<file path="src/rtl/q16_mul_arbiter.sv">
// q16_mul_arbiter: round-robin share of one pipelined signed Q16.16
// multiplier among N_REQ requesters, with in-order tagged responses.
//
// Ports:
//   clk, rst    - rising-edge clock, async active-high reset
//   req_valid   - per-requester operand valid      [N_REQ]
//   req_ready   - per-requester grant, one-hot/0   [N_REQ]
//   req_a/req_b - packed Q16.16 operands, 32 bits per requester
//   rsp_valid   - response head valid
//   rsp_ready   - consumer accepts head
//   rsp_data    - Q16.16 product
//   rsp_id      - issuing requester index
//   rsp_sat     - head result was clamped
//   busy        - any operation in pipeline or response FIFO
//
// Build option: define Q16_MUL_SAT_EN to clamp overflowing products and
// report rsp_sat; otherwise results wrap and rsp_sat stays 0.

module q16_mul_arbiter #(
    parameter int N_REQ      = 4,
    parameter int MUL_STAGES = 2,
    parameter int RSP_DEPTH  = 8
) (
    input  logic                     clk,
    input  logic                     rst,
    input  logic [N_REQ-1:0]         req_valid,
    output logic [N_REQ-1:0]         req_ready,
    input  logic [32*N_REQ-1:0]      req_a,
    input  logic [32*N_REQ-1:0]      req_b,
    output logic                     rsp_valid,
    input  logic                     rsp_ready,
    output logic [31:0]              rsp_data,
    output logic [$clog2(N_REQ)-1:0] rsp_id,
    output logic                     rsp_sat,
    output logic                     busy
);

    localparam int IDW = $clog2(N_REQ);
    localparam int AW  = $clog2(RSP_DEPTH);
    localparam int CW  = AW + 1;

    // ---------------- credit and arbitration ----------------
    logic [CW-1:0]  outstanding;
    logic [IDW-1:0] rr_ptr;
    logic [IDW-1:0] sel;
    logic [IDW-1:0] idx;
    logic           sel_vld;
    logic           credit;
    logic           issue;
    logic           pop;

    // First valid requester after the last granted one, with wrap.
    always_comb begin
        sel     = '0;
        sel_vld = 1'b0;
        idx     = '0;
        for (int k = 1; k <= N_REQ; k++) begin
            idx = IDW'((int'(rr_ptr) + k) % N_REQ);
            if (!sel_vld && req_valid[idx]) begin
                sel_vld = 1'b1;
                sel     = idx;
            end
        end
    end

    // Credit uses the registered count, so a pop frees space one cycle
    // later; rst gates the grant so req_ready drops with the reset.
    assign credit = outstanding < CW'(RSP_DEPTH);
    assign issue  = sel_vld && credit && !rst;

    always_comb begin
        req_ready = '0;
        if (issue) begin
            req_ready[sel] = 1'b1;
        end
    end

    always_ff @(posedge clk or posedge rst) begin
        if (rst) begin
            rr_ptr <= IDW'(N_REQ - 1);
        end else if (issue) begin
            rr_ptr <= sel;
        end
    end

    always_ff @(posedge clk or posedge rst) begin
        if (rst) begin
            outstanding <= '0;
        end else begin
            outstanding <= outstanding + CW'(issue) - CW'(pop);
        end
    end

    assign busy = outstanding != '0;

    // ---------------- operand capture ----------------
    logic           s0_vld;
    logic [31:0]    s0_a;
    logic [31:0]    s0_b;
    logic [IDW-1:0] s0_id;

    always_ff @(posedge clk or posedge rst) begin
        if (rst) begin
            s0_vld <= 1'b0;
            s0_a   <= '0;
            s0_b   <= '0;
            s0_id  <= '0;
        end else begin
            s0_vld <= issue;
            if (issue) begin
                s0_a  <= req_a[int'(sel)*32 +: 32];
                s0_b  <= req_b[int'(sel)*32 +: 32];
                s0_id <= sel;
            end
        end
    end

    // ---------------- multiply and result format ----------------
    logic signed [63:0] prod;
    logic [31:0]        m_res;
    logic               m_sat;
    logic               unused_prod;

    assign prod = 64'($signed(s0_a)) * 64'($signed(s0_b));
    assign unused_prod = ^{prod[63:48], prod[15:0]};

`ifdef Q16_MUL_SAT_EN
    // Product fits Q16.16 only when bits 63..47 are a pure sign extension.
    logic m_ovf;
    assign m_ovf = !((&prod[63:47]) || !(|prod[63:47]));

    always_comb begin
        m_res = prod[47:16];
        m_sat = m_ovf;
        if (m_ovf) begin
            m_res = prod[63] ? 32'h8000_0000 : 32'h7FFF_FFFF;
        end
    end
`else
    always_comb begin
        m_res = prod[47:16];
        m_sat = 1'b0;
    end
`endif

    // ---------------- result pipeline ----------------
    logic           st_vld  [MUL_STAGES];
    logic [31:0]    st_data [MUL_STAGES];
    logic [IDW-1:0] st_id   [MUL_STAGES];
    logic           st_sat  [MUL_STAGES];

    always_ff @(posedge clk or posedge rst) begin
        if (rst) begin
            for (int s = 0; s < MUL_STAGES; s++) begin
                st_vld[s]  <= 1'b0;
                st_data[s] <= '0;
                st_id[s]   <= '0;
                st_sat[s]  <= 1'b0;
            end
        end else begin
            st_vld[0]  <= s0_vld;
            st_data[0] <= m_res;
            st_id[0]   <= s0_id;
            st_sat[0]  <= m_sat;
            for (int s = 1; s < MUL_STAGES; s++) begin
                st_vld[s]  <= st_vld[s-1];
                st_data[s] <= st_data[s-1];
                st_id[s]   <= st_id[s-1];
                st_sat[s]  <= st_sat[s-1];
            end
        end
    end

    // ---------------- response FIFO ----------------
    logic [31:0]    f_data [RSP_DEPTH];
    logic [IDW-1:0] f_id   [RSP_DEPTH];
    logic           f_sat  [RSP_DEPTH];
    logic [AW:0]    wr_ptr;
    logic [AW:0]    rd_ptr;
    logic           push;

    // Credit guarantees space, so the last stage writes unconditionally.
    assign push = st_vld[MUL_STAGES-1];

    always_ff @(posedge clk) begin
        if (push) begin
            f_data[wr_ptr[AW-1:0]] <= st_data[MUL_STAGES-1];
            f_id[wr_ptr[AW-1:0]]   <= st_id[MUL_STAGES-1];
            f_sat[wr_ptr[AW-1:0]]  <= st_sat[MUL_STAGES-1];
        end
    end

    always_ff @(posedge clk or posedge rst) begin
        if (rst) begin
            wr_ptr <= '0;
            rd_ptr <= '0;
        end else begin
            if (push) begin
                wr_ptr <= wr_ptr + 1'b1;
            end
            if (pop) begin
                rd_ptr <= rd_ptr + 1'b1;
            end
        end
    end

    assign rsp_valid = wr_ptr != rd_ptr;
    assign pop       = rsp_valid && rsp_ready;

    // Gate the head with valid so outputs read zero when empty/reset.
    assign rsp_data = rsp_valid ? f_data[rd_ptr[AW-1:0]] : '0;
    assign rsp_id   = rsp_valid ? f_id[rd_ptr[AW-1:0]] : '0;
    assign rsp_sat  = rsp_valid && f_sat[rd_ptr[AW-1:0]];

endmodule

</file>
<file path="config.mk">
export PLATFORM = sky130hd
export DESIGN_NAME = q16_mul_arbiter
export DESIGN_NICKNAME = d
export VERILOG_FILES = /design/src/rtl/q16_mul_arbiter.sv
export SDC_FILE = /design/constraint.sdc
export NUM_CORES = 2
export LEC_CHECK = 0
export ABC_AREA = 0
export BUFFER_PORTS_ARGS = -buffer_cell sky130_fd_sc_hd__buf_2
export CORE_MARGIN = 5
export CORE_UTILIZATION = 45
export DETAILED_ROUTE_END_ITERATION = 16
export HOLD_SLACK_MARGIN = 0.02
export PLACE_DENSITY = 0.62
export SYNTH_ARGS = -nofsm -noshare
export SYNTH_HDL_FRONTEND = slang
export SYNTH_SLANG_ARGS = --single-unit
</file>
<file path="constraint.sdc">
create_clock -name clk -period 11.67 [get_ports clk]
set_input_delay 1.7505 -clock clk [delete_from_list [all_inputs] [get_ports clk]]
set_output_delay 1.7505 -clock clk [all_outputs]
set_load 0.01 [all_outputs]
</file>
---- Word-level counts from Yosys, hierarchy flattened ----
Memories as Yosys holds them, arrays and structs flattened.
Cells that the tools add are included.
storage, ports and cells
  memories ................................ 2
  register bits ........................... 151
  bits of input ports ..................... 263
  memory bits (writable) .................. 272
  logic and storage cells ................. 71
operators by class
  muxes and demuxes ....................... 23
  reductions and logical operators ........ 13
  equality and inequality tests ........... 1
  add/sub/neg operators ................... 8
  multipliers ............................. 1
  shift operators ......................... 2
  $lt $le $gt $ge ......................... 7
memory list
  name    depth  bits a word  read ports  clocked after memory_dff  wr ports  RTL line  RTL
  f_data  8      32           1           0                         1         175       logic [31:0] f_data [RSP_DEPTH];
  f_id    8      2            1           0                         1         176       logic [IDW-1:0] f_id [RSP_DEPTH];
operator list
  cell                       number
  $shiftx 128x8->32          2
  $mul 32x32->48             1
  $mux 32                    1
  $lt 2x3->1 const B         5
  $mux 1                     11
  $mux 2                     5
  $add 4x1->4 const B        2
  $bmux 1 s2                 4
  $logic_and 1x1->1          7
  $add 2x1->2 const B        2
  $add 2x2->2 const B        2
  $add 4x1->4                1
  $logic_not 1->1            4
  $lt 4x4->1 const B         1
  $mux 4                     1
  $ne 4x4->1                 1
  $reduce_bool 4->1          1
  $sub 4x1->4                1
  $demux 1 s2                1
  $ge 2x1->1 const B         1
  $logic_and 1x1->1 const B  1

---- Logic depth before layout (Yosys ltp) ----
  word-level depth ........................ 18
  mapped depth ............................ 28

---- Worst setup path before layout ----
Ideal clock, no wire load.
  path kind ............................... input port to output port
  start point ............................. input port rst
  end point ............................... output port req_ready[2]
  slack ................................... 3.504 ns
  arrival ................................. 6.416 ns
  buffers on the path ..................... 1
  stages on the path ...................... 6
  cells stage by stage .................... inv_1 nand3_1 clkbuf_1 inv_1 nand2_1 nor2_1
between the ends
  cells in the longest elaborated chain, start to end .. 3
ends and longest elaborated chain
  what                              RTL line  RTL
  start: declaration                25        input logic rst,
  $logic_not 1->1 (no source line)  --
  $logic_and 1x1->1                 69        assign issue = sel_vld && credit && !rst;
  named net issue                   49        logic issue;
  $mux 4                            73        if (issue) begin
  end: declaration                  27        output logic [N_REQ-1:0] req_ready,
The timed path passes the listed nets, and every way through them passes these cells.

---- Worst setup path after layout ----
  start point ............................. register s0_b[6]
  end point ............................... register st_data[63] (netlist bit)
between the ends
  cells in the longest elaborated chain, start to end .. 1
ends and longest elaborated chain
  what                            RTL line  RTL
  start: declaration              99        logic [31:0] s0_b;
  start signal: assignment        112       s0_b <= req_b[int'(sel)*32 +: 32];
  $mul 32x32->48                  124       assign prod = 64'($signed(s0_a)) * 64'($signed(s0_b));
  named net prod[47]              119       logic signed [63:0] prod;
  end signal: indexed assignment  167       st_data[s] <= st_data[s-1];
  end: declaration                148       logic [31:0] st_data [MUL_STAGES];
The timed path passes the listed nets, and every way through them passes these cells.
A chain may end at the register's enable or synchronous reset.

==> results.yml <==
yosys:
  synth_xor_area_share_pct: 1.670
  yosys.area_share.adder_pct: 41.46
  ys_ff_latch: 423
  syn_area_sq_um: 45640
  synth_area_per_cell_sq_um: 10.40
  synth_top_family_by_area: "adder cells"
  synth_cells: 4387
  synth_compound_area_share_pct: 2.903
  ys_types: 50
  synthFlopType: "edfxtp_1"
  syn_nets: 5659
  synth-simple-area-share_pct: 15.02
  synth-seq-area-share_pct: 26.18
  yosysWarnings: 0
  ys_async_sr_fraction_pct: 35.70
  synth-edff-count: 272
  synthMuxAreaShare_pct: 4.173
finish:
  mostFrequentLayoutCells: "nand2_1 (880), fa_1 (839), inv_1 (789)"
  layout_commonest_cell: "nand2_1"
  multi_input_area_sq_um: 29880
  seq_area_sq_um: 11960
  nFillCells: 9324
  layout-drive-gt1-share_pct: 11.92
  insertedDiodeCount: 0
  area_delta_synth_final_pct: 9.979
  final_nets: 5840
floorplanning:
  fp.dieArea_sq_um: 107900
  die_y_um: 328.5
  rows: 116
  initial_utilization_pct: 45.44
  io-pin-count: 304
  coreArea_sq_um: 100400
  die_w_um: 328.5
clocking:
  clockRootBuffer: "clkbuf_16"
  clock_sinks: 423
  cts_buffers: 47
  clock_latency_ns: 0.60
  cts_max_path_buffers: 3
  holdBufCountCts: 0
  cts_setup_buffers: 0
  cts.htree.levels: 2
  path_clk_slew_ns: 0.07
  cts-resized-gates: 0
  cts_tree: "done"
worst_setup_path:
  cp-end-kind: "register"
  crit_chain: "buf_4, and2_1, fa_1, fa_1, fa_1, inv_1, fa_1, inv_1, fa_1, inv_1, fa_1, inv_1, fa_1, fa_1, ha_1, nand2_1, a31oi_1, a32oi_1, a21oi_1, nor3_1, o31ai_1, a221o_1, a221oi_1, xnor2_1"
  critPathMaxFanout: 18
  cp_num_buf_inv: 5
  cpLargestDelayFamily: "adder cells"
  crit_type: "reg -> reg"
  cp-start-kind: "register"
  path_common_cell: "fa_1"
  worst_path_max_delay_cell: "dfrtp_1"
  critPathRequiredTime_ns: 12.19
  cp_data_arrival_time_ns: 9.18
  max_stage_delay_ns: 0.73
job:
  maxCapViolCount: 0
global_route:
  grt_pass1_vias: 33820
  grt_pass1_wl_mm: 193.9
  grt_max_degree: 91
  antenna_found_initial: 4
  track_usage_pct: 23.40
  grt-ovfl-total: 0
timing:
  period_minus_slack_ns: 8.663
  tightest_slew_ns: 1.066
  max_freq_mhz: 115.4
  period_share_pct: 74.24
  rsz0062_at_grt: "false"
  clock_skew_ns: 0.03958
  setup_violations: 0
  slew_viol_final: 0
  final.setup.tns_ns: 0
  max-slew-margin-rel_pct: 28.17
  hold_viol: 0
outcome:
  outcome: "finished, final reports clean"
placement:
  port_buffers: 302
  gp_routability_congestion: 0.9127
  dp_hpwl_mm: 91.05
route:
  first_pass_iters: 5
  viasPerCell: 5.190
  wl_mm: 122.8
  num_vias: 30954
  drc: 0
  antenna_left: 0
  wire_per_inst_um: 20.58
  drtIter0Drc: 1730
min_path:
  hold_path_class: "reg -> reg"
-- cell families (layout without fill, tap and decap cells) --
kind of cell | after synthesis | after routing
mux | 105 | 105
fa+ha+maj | 1009 | 1009
compound gates | 235 | 235
xor+xnor | 87 | 87
buf+inv | 1042 | 1262
simple gates | 1485 | 1485
flops | 423 | 423
other cells | 1 | 1
-- area by class of cell --
class / count / share of cell area [%]
clock buffers: 66 / 2.690
flip-flops and latches: 423 / 23.82
well taps: 1357 / 3.383
repair buffers: 384 / 4.238
clock inverters: 22 / 0.4138
inverters: 790 / 5.918
multi-input cells: 2922 / 59.54
-- layer usage --
metal / global-route usage, % / wire length, um / vias to the layer above
li1: - / - / 13646
met1: 30.08 / 49250 / 15939
met2: 39.92 / 59690 / 1084
met3: 2.923 / 6954 / 285
met4: 10.68 / 6855 / 0
met5: 0 / 0 / -
-- synth_stat cells (16+ instances only) --
cell | count | share of area, %
ha_1 | 170 | 4.7
nand2_1 | 880 | 7.2
inv_1 | 790 | 6.5
edfxtp_1 | 272 | 18
nor2_1 | 55 | 0.45
dfrtp_1 | 149 | 8.2
buf_1 | 18 | 0.15
mux2i_1 | 35 | 0.77
o21ai_0 | 143 | 1.6
a21o_1 | 16 | 0.26
fa_1 | 839 | 37
and2_1 | 420 | 5.8
nor2b_1 | 17 | 0.23
clkbuf_1 | 233 | 1.9
mux4_2 | 68 | 3.4
xor2_1 | 24 | 0.46
nand3_1 | 73 | 0.80
a21oi_1 | 40 | 0.44
xnor2_1 | 63 | 1.2
-- per-stage QoR --
stage	utilization, %	area, sq um	worst slack (ns)	hold WS, ns	instances
after detailed placement	48.42	48640	3.039	0.3347	5876
after CTS	49.98	50190	3.038	0.3215	5964
after global placement	48.42	48640	3.112	0.3327	5876
after floorplan	-	45640	3.504	0.3312	4387
final	49.98	50190	3.007	0.3308	5964
after global routing	49.98	50190	2.742	0.3523	5964
-- flip-flops by register name, summed over array words and instances (netlist names), 2 cells and up --
| register | cells |
|---|---|
| s0_id | 2 |
| f_data | 256 |
| outstanding | 4 |
| st_id | 4 |
| s0_a | 32 |
| wr_ptr | 4 |
| st_data | 64 |
| f_id | 16 |
| rd_ptr | 4 |
| s0_b | 32 |
| rr_ptr | 2 |
-- worst paths after layout --
path / cells after the start / slack [ns] / start / endpoint
min reg2reg: 0 / 0.33 / st_data[33] / st_data[1]
min: 0 / 0.33 / st_data[33] / st_data[1]
max reg2reg: 24 / 3.01 / s0_b[6] / st_data[63]
max: 24 / 3.01 / s0_b[6] / st_data[63]
max in group asynchronous: 3 / 9.21 / rst / s0_b[8]
min in group asynchronous: 2 / 1.18 / rst / st_id[3]
Power is not shown: default switching activity piles up to over one toggle a cycle in this logic, so the estimate is an artifact.
